[src/rtl/bram_window_streamer_pkg.sv]
// Shared definitions for the 3x3 window streamer and the conv engine that consumes its windows.
package bram_window_streamer_pkg;

  localparam int unsigned WIN_K    = 3;
  localparam int unsigned WIN_TAPS = WIN_K * WIN_K;

  // Slot index of tap (r, c) inside a packed window; r=0 is the top row, c=0 the left column.
  function automatic int unsigned win_slot(input int unsigned r, input int unsigned c);
    return r * WIN_K + c;
  endfunction

endpackage

[src/rtl/bram_window_streamer_line_buffer.sv]
// One image row of pixels; the read at a column sees the old value while the same column is rewritten.
module bram_window_streamer_line_buffer #(
  parameter int unsigned DEPTH      = 16,
  parameter int unsigned DATA_WIDTH = 8,
  parameter int unsigned AW         = 4
) (
  input  logic                  clk,
  input  logic                  wr_en,
  input  logic [AW-1:0]         addr,
  input  logic [DATA_WIDTH-1:0] wr_data,
  output logic [DATA_WIDTH-1:0] rd_data_c
);

  logic [DATA_WIDTH-1:0] mem [DEPTH];

  assign rd_data_c = mem[addr];

  always_ff @(posedge clk) begin
    if (wr_en) mem[addr] <= wr_data;
  end

endmodule

[src/rtl/bram_window_streamer.sv]
// Reads an IMG_H x IMG_W image from BRAM in raster order and streams every valid 3x3 window
// to the convolution stage over a valid/ready handshake.
module bram_window_streamer
  import bram_window_streamer_pkg::*;
#(
  parameter int unsigned IMG_W      = 16,
  parameter int unsigned IMG_H      = 16,
  parameter int unsigned ADDR_WIDTH = 8,
  parameter int unsigned DATA_WIDTH = 8,
  parameter int unsigned BASE_ADDR  = 0
) (
  input  logic                           clk,
  input  logic                           reset,
  input  logic                           start,
  output logic                           busy,
  output logic                           done,
  output logic                           bram_rd_en,
  output logic [ADDR_WIDTH-1:0]          bram_addr,
  input  logic [DATA_WIDTH-1:0]          bram_rd_data,
  output logic                           win_valid,
  input  logic                           win_ready,
  output logic [WIN_TAPS*DATA_WIDTH-1:0] win_data,
  output logic [7:0]                     win_row,
  output logic [7:0]                     win_col
);

  localparam int unsigned LB_AW = (IMG_W > 1) ? $clog2(IMG_W) : 1;

  typedef enum logic [2:0] {
    S_IDLE,
    S_FETCH,
    S_LOAD,
    S_EMIT,
    S_DONE
  } state_t;

  state_t                  state, state_next;
  logic [7:0]              x, y, x_next, y_next;
  logic [ADDR_WIDTH-1:0]   addr_next;
  logic                    load, advance, last_pix;
  logic [DATA_WIDTH-1:0]   lb0_rd, lb1_rd;

  // lb0 holds row y-1, lb1 holds row y-2 at the current column.
  bram_window_streamer_line_buffer #(
    .DEPTH(IMG_W), .DATA_WIDTH(DATA_WIDTH), .AW(LB_AW)
  ) u_lb0 (
    .clk(clk), .wr_en(load), .addr(LB_AW'(x)), .wr_data(bram_rd_data), .rd_data_c(lb0_rd)
  );

  bram_window_streamer_line_buffer #(
    .DEPTH(IMG_W), .DATA_WIDTH(DATA_WIDTH), .AW(LB_AW)
  ) u_lb1 (
    .clk(clk), .wr_en(load), .addr(LB_AW'(x)), .wr_data(lb0_rd), .rd_data_c(lb1_rd)
  );

  // State, counters and registered outputs.
  always_ff @(posedge clk or posedge reset) begin
    if (reset) begin
      state      <= S_IDLE;
      x          <= '0;
      y          <= '0;
      bram_addr  <= '0;
      bram_rd_en <= 1'b0;
      busy       <= 1'b0;
      done       <= 1'b0;
      win_valid  <= 1'b0;
      win_row    <= '0;
      win_col    <= '0;
    end else begin
      state      <= state_next;
      x          <= x_next;
      y          <= y_next;
      bram_addr  <= addr_next;
      bram_rd_en <= (state_next == S_FETCH);
      busy       <= (state_next == S_FETCH) || (state_next == S_LOAD) || (state_next == S_EMIT);
      done       <= (state_next == S_DONE);
      win_valid  <= (state_next == S_EMIT);
      if (load && (state_next == S_EMIT)) begin
        win_row <= y - 8'd2;
        win_col <= x - 8'd2;
      end
    end
  end

  // Window shifts left on every pixel load; the new right column is {row y-2, row y-1, row y}.
  always_ff @(posedge clk or posedge reset) begin
    if (reset) begin
      win_data <= '0;
    end else if (load) begin
      for (int unsigned r = 0; r < WIN_K; r++) begin
        win_data[win_slot(r, 0)*DATA_WIDTH +: DATA_WIDTH] <= win_data[win_slot(r, 1)*DATA_WIDTH +: DATA_WIDTH];
        win_data[win_slot(r, 1)*DATA_WIDTH +: DATA_WIDTH] <= win_data[win_slot(r, 2)*DATA_WIDTH +: DATA_WIDTH];
      end
      win_data[win_slot(0, 2)*DATA_WIDTH +: DATA_WIDTH] <= lb1_rd;
      win_data[win_slot(1, 2)*DATA_WIDTH +: DATA_WIDTH] <= lb0_rd;
      win_data[win_slot(2, 2)*DATA_WIDTH +: DATA_WIDTH] <= bram_rd_data;
    end
  end

  // Next-state and counter advance; windows are only emitted once a full 3x3 neighbourhood exists.
  always_comb begin
    state_next = state;
    x_next     = x;
    y_next     = y;
    addr_next  = bram_addr;
    load       = 1'b0;
    advance    = 1'b0;
    last_pix   = (x == 8'(IMG_W - 1)) && (y == 8'(IMG_H - 1));

    case (state)
      S_IDLE: begin
        if (start) begin
          state_next = S_FETCH;
          x_next     = '0;
          y_next     = '0;
          addr_next  = ADDR_WIDTH'(BASE_ADDR);
        end
      end
      S_FETCH: state_next = S_LOAD;
      S_LOAD: begin
        load = 1'b1;
        if ((y >= 8'd2) && (x >= 8'd2)) state_next = S_EMIT;
        else                            advance    = 1'b1;
      end
      S_EMIT:  advance    = win_ready;
      S_DONE:  state_next = S_IDLE;
      default: state_next = S_IDLE;
    endcase

    if (advance) begin
      if (last_pix) begin
        state_next = S_DONE;
      end else begin
        state_next = S_FETCH;
        addr_next  = bram_addr + ADDR_WIDTH'(1);
        if (x == 8'(IMG_W - 1)) begin
          x_next = '0;
          y_next = y + 8'd1;
        end else begin
          x_next = x + 8'd1;
        end
      end
    end
  end

endmodule
[config.mk]
export PLATFORM = sky130hd
export DESIGN_NAME = bram_window_streamer
export DESIGN_NICKNAME = d
export VERILOG_FILES = /design/src/rtl/bram_window_streamer_pkg.sv /design/src/rtl/bram_window_streamer_line_buffer.sv /design/src/rtl/bram_window_streamer.sv
export SDC_FILE = /design/constraint.sdc
export NUM_CORES = 1
export LEC_CHECK = 0
export CAP_MARGIN = 20
export CELL_PAD_IN_SITES_DETAIL_PLACEMENT = 0
export CELL_PAD_IN_SITES_GLOBAL_PLACEMENT = 1
export CORE_MARGIN = 2
export CORE_UTILIZATION = 35
export CTS_CLUSTER_SIZE = 12
export DETAILED_ROUTE_END_ITERATION = 6
export PLACE_DENSITY_LB_ADDON = 0.1
export SLEW_MARGIN = 20
export SYNTH_ARGS = -nofsm -noshare
export SYNTH_HDL_FRONTEND = slang
export SYNTH_SLANG_ARGS = --single-unit
[constraint.sdc]
create_clock -name clk -period 4 [get_ports clk]
set_clock_uncertainty 0.2 [all_clocks]
set_input_delay 0.6 -clock clk [delete_from_list [all_inputs] [get_ports clk]]
set_output_delay 0.6 -clock clk [all_outputs]
set_load 0.05 [all_outputs]
Word level (Yosys, flattened, before mapping)

Memory sizes are Yosys's and may differ from the RTL's. A register that Yosys moved wholly into a read port is not among the register bits.
Cells that the tools add are included.

Bits in registers: 119
Bits in latches: 0
RAM bits: 256
Bits in read-only memories: 0
Input port bits: 12
Output and inout port bits: 100
Logic and storage cells: 59
Memories: 2

Add/sub/neg operators: 5
Multipliers: 0
Divide/modulo/power cells: 0
$lt $le $gt $ge: 2
Equal/unequal tests: 9
Shift operators: 0
Multiplexer cells: 24
Bitwise logic cells: 0
Reduce and logical (&&, ||, !) cells: 6

Memory list:

| name      | words | bits a word | read ports | clocked after Yosys merged registers in | write ports | RTL line                               | source |
|---|---|---|---|---|---|---|---|
| u_lb0.mem | 16    | 8           | 1          | 0                                       | 1           | bram_window_streamer_line_buffer.sv:14 | `logic [DATA_WIDTH-1:0] mem [DEPTH];` |
| u_lb1.mem | 16    | 8           | 1          | 1                                       | 1           | bram_window_streamer_line_buffer.sv:14 |  |

Operator list:

| operator                                            | number |
|---|---|
| two-way mux 8 bit                                   | 14 |
| adder 8 x 1 -> 8 bit, second input constant         | 3 |
| == test 8 x 4 -> 1 bit, second input constant       | 2 |
| >= comparator 8 x 2 -> 1 bit, second input constant | 2 |
| subtractor 8 x 2 -> 8 bit, second input constant    | 2 |
| == test 3 x 2 -> 1 bit, second input constant       | 4 |
| two-way mux 3 bit                                   | 4 |
| case mux 3 bit (4 select lines)                     | 1 |
| == test 3 x 1 -> 1 bit, second input constant       | 2 |
| two-way mux 1 bit                                   | 4 |
| == test 3 bit, second input constant                | 1 |
| logical AND 1 bit                                   | 3 |
| logical NOT 3 bit                                   | 1 |
| logical OR 1 bit                                    | 2 |
| case mux 1 bit (2 select lines)                     | 1 |

Depth between registers and ports, before layout

Word-level depth: 8
Gate-level depth with buffers: 11
Depth with buffers taken out: 7

By module

Synthesis repeated with hierarchy kept, for this count alone.

Cells, all modules: 845
Area total of the unflattened synthesis: 14906.8 um^2

Modules (own cells, without submodules):

| module                           | instances | cells an instance | area an instance (um^2) | sequential area each (um^2) |
|---|---|---|---|---|
| bram_window_streamer_line_buffer | 2         | 222               | 4907.2                  | 3843.7 |
| bram_window_streamer             | 1         | 401               | 5092.4                  | 2977.9 |

Worst setup path before layout

OpenSTA, ideal clock, no wires.

Path kind: reg2reg
Start point: reg x[1]
End point: mem u_lb0.mem[0][0], enable pin
Setup time: 0.409 ns
Arrival time: 2.431 ns
Data required time: 3.391 ns
Slack: 0.959 ns
Cell stages (with the launch flop): 8
Path buffers: 3
Period minus slack after synthesis: 3.041 ns
Cell sequence: dfrtp_1 -> clkbuf_1 -> buf_2 -> buf_1 -> inv_1 -> ha_1 -> nand2_1 -> nor3_1

RTL lines:

| element                  | RTL line                               | source |
|---|---|---|
| start: declaration       | bram_window_streamer.sv:38             | `logic [7:0] x, y, x_next, y_next;` |
| start signal: assignment | bram_window_streamer.sv:71             | `x <= x_next;` |
| end: declaration         | bram_window_streamer_line_buffer.sv:14 |  |

No word-level cell before the write port.

Final worst setup path

Start point: reg x[0]
End point: reg y[6]

Cells in the longest elaborated chain, start to end: 5
Elaborated cells between the ends (all ways): 9
Those cells by class: order compare (1); eq/ne (1); mux (5); reduce/logical (2)

Ends and longest elaborated chain:

| element                         | RTL line                    | source |
|---|---|---|
| >= comparator 8 x 2 -> 1 bit    | bram_window_streamer.sv:122 | `if ((y >= 8'd2) && (x >= 8'd2)) state_next = S_EMIT;` |
| logical AND 1 bit               | bram_window_streamer.sv:122 |  |
| two-way mux 1 bit               | bram_window_streamer.sv:122 |  |
| case mux 1 bit (2 select lines) | bram_window_streamer.sv:110 | `case (state)` |
| two-way mux 8 bit *             | bram_window_streamer.sv:130 | `if (advance) begin` |
| named net y_next[6]             | bram_window_streamer.sv:38  |  |
| end signal: assignment          | bram_window_streamer.sv:72  | `y <= y_next;` |
| end: declaration                | bram_window_streamer.sv:38  |  |

Mark *: on every way through the listed nets, which the timed path passes. The rest lies on a longest branch.
A chain may end at the register's enable or synchronous reset.

==> metrics.md <==
| Metric | Value |
|---|---|
| Average instance area after synthesis | `roughly 16 sq um` |
| Die height | `approximately 210 um` |
| Largest net degree at the start of global routing | `76` |
| Area share of the largest cell type after synthesis | `0.514` |
| Routability congestion estimate | `between 0.7 and 0.8` |
| Global-route wire length before repair | `55,300 um` |
| HPWL reported at the end of detailed placement | `approximately 22,000 um` |
| Clock transition at the register clock pins on the worst setup and hold paths after CTS | `about 0.060 ns` |
| Worst voltage drop across the vdd grid | `0.586 mV` |
| Arrival time worst endpoint | `slightly above 3 ns` |
| Setup repair after global routing missed its margin | `false` |
| Post-DR vias/cell | `5.01` |
| Num ports | `112` |
| Max-slew violation count | `0` |
| Per-cell routed wire length | `22.2 um` |
| Final-layout fill cell count | `3,765` |
| Most common cell after layout, fill and taps aside | `sky130_fd_sc_hd__edfxtp_1` |
| Floorplan row count | `75` |
| Residual DRC | `0` |
| Max Clock Freq | `350 MHz` |
| Sequential fraction of the synthesis area | `0.714` |
| Area added between synthesis and finish | `20.7%` |
| Worst slew margin relative to its limit | `0.279` |
| Width of the die | `211 um` |
| Commonest cells after routing, fill and taps aside | `256 x sky130_fd_sc_hd__edfxtp_1, 200 x sky130_fd_sc_hd__nand2_1, 116 x sky130_fd_sc_hd__dfrtp_1` |
| Core footprint | `42,000 sq um` |
| Post-CTS resize count | `0` |
| H-Tree Level Count | `2` |
| Status | `complete, no violations` |
| Sinks on Clock Net | `375` |
| Post-synth design cell area | `14,900 sq um` |
| Fin Setup TNS | `0 ns` |
| Pwr/cell area | `slightly below 800 nW/um^2` |
| Worst EP required | `4.24 ns` |
| Total Nets Final | `1,092` |
| Clock latency on the worst-skew pair | `0.56 ns` |
| Number of antenna violations at the first check in global routing | `0` |
| Number of optimization iterations in the first detailed-route pass | `5` |
| Syn_nets | `959` |
| Crit end category | `flip-flop` |
| Leading cell types by total area after synthesis | `sky130_fd_sc_hd__edfxtp_1 51%, sky130_fd_sc_hd__dfrtp_1 20%, sky130_fd_sc_hd__mux4_2 11%, sky130_fd_sc_hd__nand2_1 5.0%, sky130_fd_sc_hd__mux2i_1 1.3%` |
| Clock buffer count from CTS | `41` |
| DR iter-0 viols | `582` |
| Post-CTS setup repair buffer count | `0` |
| Number of global-route vias before repair | `about 8,500` |
| Synth warnings | `0` |
| Total Wirelength | `between 30,000 and 40,000 um` |
| Post-DRT Antenna Nets | `0` |
| Setup crit start kind | `flip-flop` |
| Post-synthesis cell type with the largest combined area | `sky130_fd_sc_hd__edfxtp_1` |
| Final-report hold violation count | `0` |
| Standby leakage power | `6.69 nW` |
| Number of enable-type register cells in the synthesized netlist | `256` |
| Total Power Consumption | `0.0140 W` |
| Largest fanout on the critical path | `22` |
| Cell at the root of the clock tree | `sky130_fd_sc_hd__clkbuf_16` |
| TritonCTS clock tree | `yes` |
| Port-buffer cells | `approximately 110` |
| Share of the clock period used by the worst path after layout | `0.713` |
| Effective utilization at floorplan | `0.355` |
| Vias | `8,187` |
| Max-cap check violation count | `0` |
| Final Critical Period | `2.85 ns` |
| Netlist cell types | `55` |
| Clock Path Buffers | `3` |
| Hold WC Path Type | `reg -> reg` |
| Flop and latch count out of synthesis | `375` |
| GRT Util Overall | `0.168` |
| Fraction of layout cells with a size suffix above 1 | `0.188` |
| Start-to-end type of the worst setup path | `reg -> reg` |
| Leading register cell type out of synthesis | `sky130_fd_sc_hd__edfxtp_1` |
| Hold Buf Count CTS | `0` |
| Number of failing setup endpoints in the final timing report | `0` |
| Remaining Overflow, GRT | `0` |
| Die area | `roughly 44,000 sq um` |
| Transition time at the pin with the least slew margin | `1.08 ns` |
| Async S/R FF share, synth | `0.317` |
| Gate Count Post-Synth | `~940` |
| Antenna cells | `0` |
## power by group
part / total (W) / internal [W] / switching [W]
combinational: 0.00494 / 0.00179 / 0.00315
clock: 0.00354 / 0.00203 / 0.00150
sequential: 0.00550 / 0.00504 / 0.000456
## metal layers
layer,track usage,part of all wire,vias to the layer above
met5,0,0,-
li1,-,-,3744
met3,0.0257,0.042,51
met1,0.227,0.45,4244
met2,0.280,0.49,148
met4,0.0546,0.021,0
## area by class of cell
cell class | count | area, sq um | area share
inverters | 11 | 43.8 | 0.00243
well taps | 539 | 674 | 0.0374
multi-input cells | 499 | 4040 | 0.224
clock inverters | 17 | 114 | 0.00631
flip-flops and latches | 375 | 10700 | 0.592
clock buffers | 53 | 1120 | 0.0622
repair buffers | 141 | 1370 | 0.0761
## state kept, by name, summed over array words and instances, names as in the netlist, 3 cells and up
register   flops
u_lb0.mem    128
u_lb1.mem    128
win_data      72
bram_addr      8
win_col        8
win_row        8
x              8
y              8
state          3
## synthesized netlist by cell type (2+ instances only)
master,instances
sky130_fd_sc_hd__a211o_1,12
sky130_fd_sc_hd__a21o_1,2
sky130_fd_sc_hd__a21oi_1,16
sky130_fd_sc_hd__a221o_1,2
sky130_fd_sc_hd__and2_1,2
sky130_fd_sc_hd__and3_1,3
sky130_fd_sc_hd__buf_1,8
sky130_fd_sc_hd__buf_2,10
sky130_fd_sc_hd__buf_4,6
sky130_fd_sc_hd__buf_6,4
sky130_fd_sc_hd__clkbuf_1,23
sky130_fd_sc_hd__dfrtp_1,119
sky130_fd_sc_hd__edfxtp_1,256
sky130_fd_sc_hd__ha_1,11
sky130_fd_sc_hd__inv_1,11
sky130_fd_sc_hd__mux2_2,11
sky130_fd_sc_hd__mux2i_1,20
sky130_fd_sc_hd__mux4_2,72
sky130_fd_sc_hd__nand2_1,200
sky130_fd_sc_hd__nand2b_1,3
sky130_fd_sc_hd__nand3_1,17
sky130_fd_sc_hd__nand4_1,6
sky130_fd_sc_hd__nor2_1,52
sky130_fd_sc_hd__nor3_1,22
sky130_fd_sc_hd__nor3b_1,2
sky130_fd_sc_hd__o21ai_0,2
sky130_fd_sc_hd__o21bai_1,2
sky130_fd_sc_hd__or2_2,3
sky130_fd_sc_hd__or4_1,2
sky130_fd_sc_hd__or4_4,4
sky130_fd_sc_hd__xnor2_1,6
sky130_fd_sc_hd__xor2_1,4
## path summary, 6_finish.rpt
path                                           from                  endpoint  slack, ns  cells past startpoint
setup reg to reg                     x[0]$_DFF_PP0_            y[6]$_DFF_PP0_       1.15                      7
setup / recovery                     x[0]$_DFF_PP0_            y[6]$_DFF_PP0_       1.15                      7
min in group asynchronous                     reset  win_data[16]$_DFFE_PP0P_       0.28                      2
hold reg to reg            win_data[28]$_DFFE_PP0P_  win_data[28]$_DFFE_PP0P_       0.27                      2
max in group asynchronous                     reset  win_data[68]$_DFFE_PP0P_       2.56                      3
hold / removal             win_data[28]$_DFFE_PP0P_  win_data[28]$_DFFE_PP0P_       0.27                      2
## logic make-up (layout without fill, tap and decap cells)
logic type	Yosys count	after routing	synth area share
compound gates	50	50	0.0272
flops	375	375	0.714
xor+xnor	10	10	0.00586
buf+inv	62	222	0.0199
simple gates	325	325	0.0939
mux	103	103	0.130
fa+ha+maj	11	11	0.00921
## stage by stage
stage / cells / hold WS (ns) / worst slack [ns] / area [sq um] / utilization
2_1_floorplan: 936 / 0.275 / 0.0425 / 14900 / -
3_3_place_gp: 1565 / 0.260 / 1.14 / 16800 / 0.400
3_5_place_dp: 1565 / 0.261 / 1.08 / 16800 / 0.400
4_1_cts: 1635 / 0.276 / 1.08 / 18000 / 0.429
5_1_grt: 1635 / 0.289 / 0.890 / 18000 / 0.429
6_report: 1635 / 0.271 / 1.15 / 18000 / 0.429
## worst max-delay path: stages, from the launching register on
cell and delay (ns):
sky130_fd_sc_hd__dfrtp_4 0.70, sky130_fd_sc_hd__inv_1 0.12, sky130_fd_sc_hd__ha_1 0.24, sky130_fd_sc_hd__or4_4 0.46, sky130_fd_sc_hd__o22ai_4 0.16, sky130_fd_sc_hd__a21bo_2 0.35
sky130_fd_sc_hd__nand3_1 0.21, sky130_fd_sc_hd__a31o_2 0.29
No activity file was read; power rests on OpenSTA's default activity.
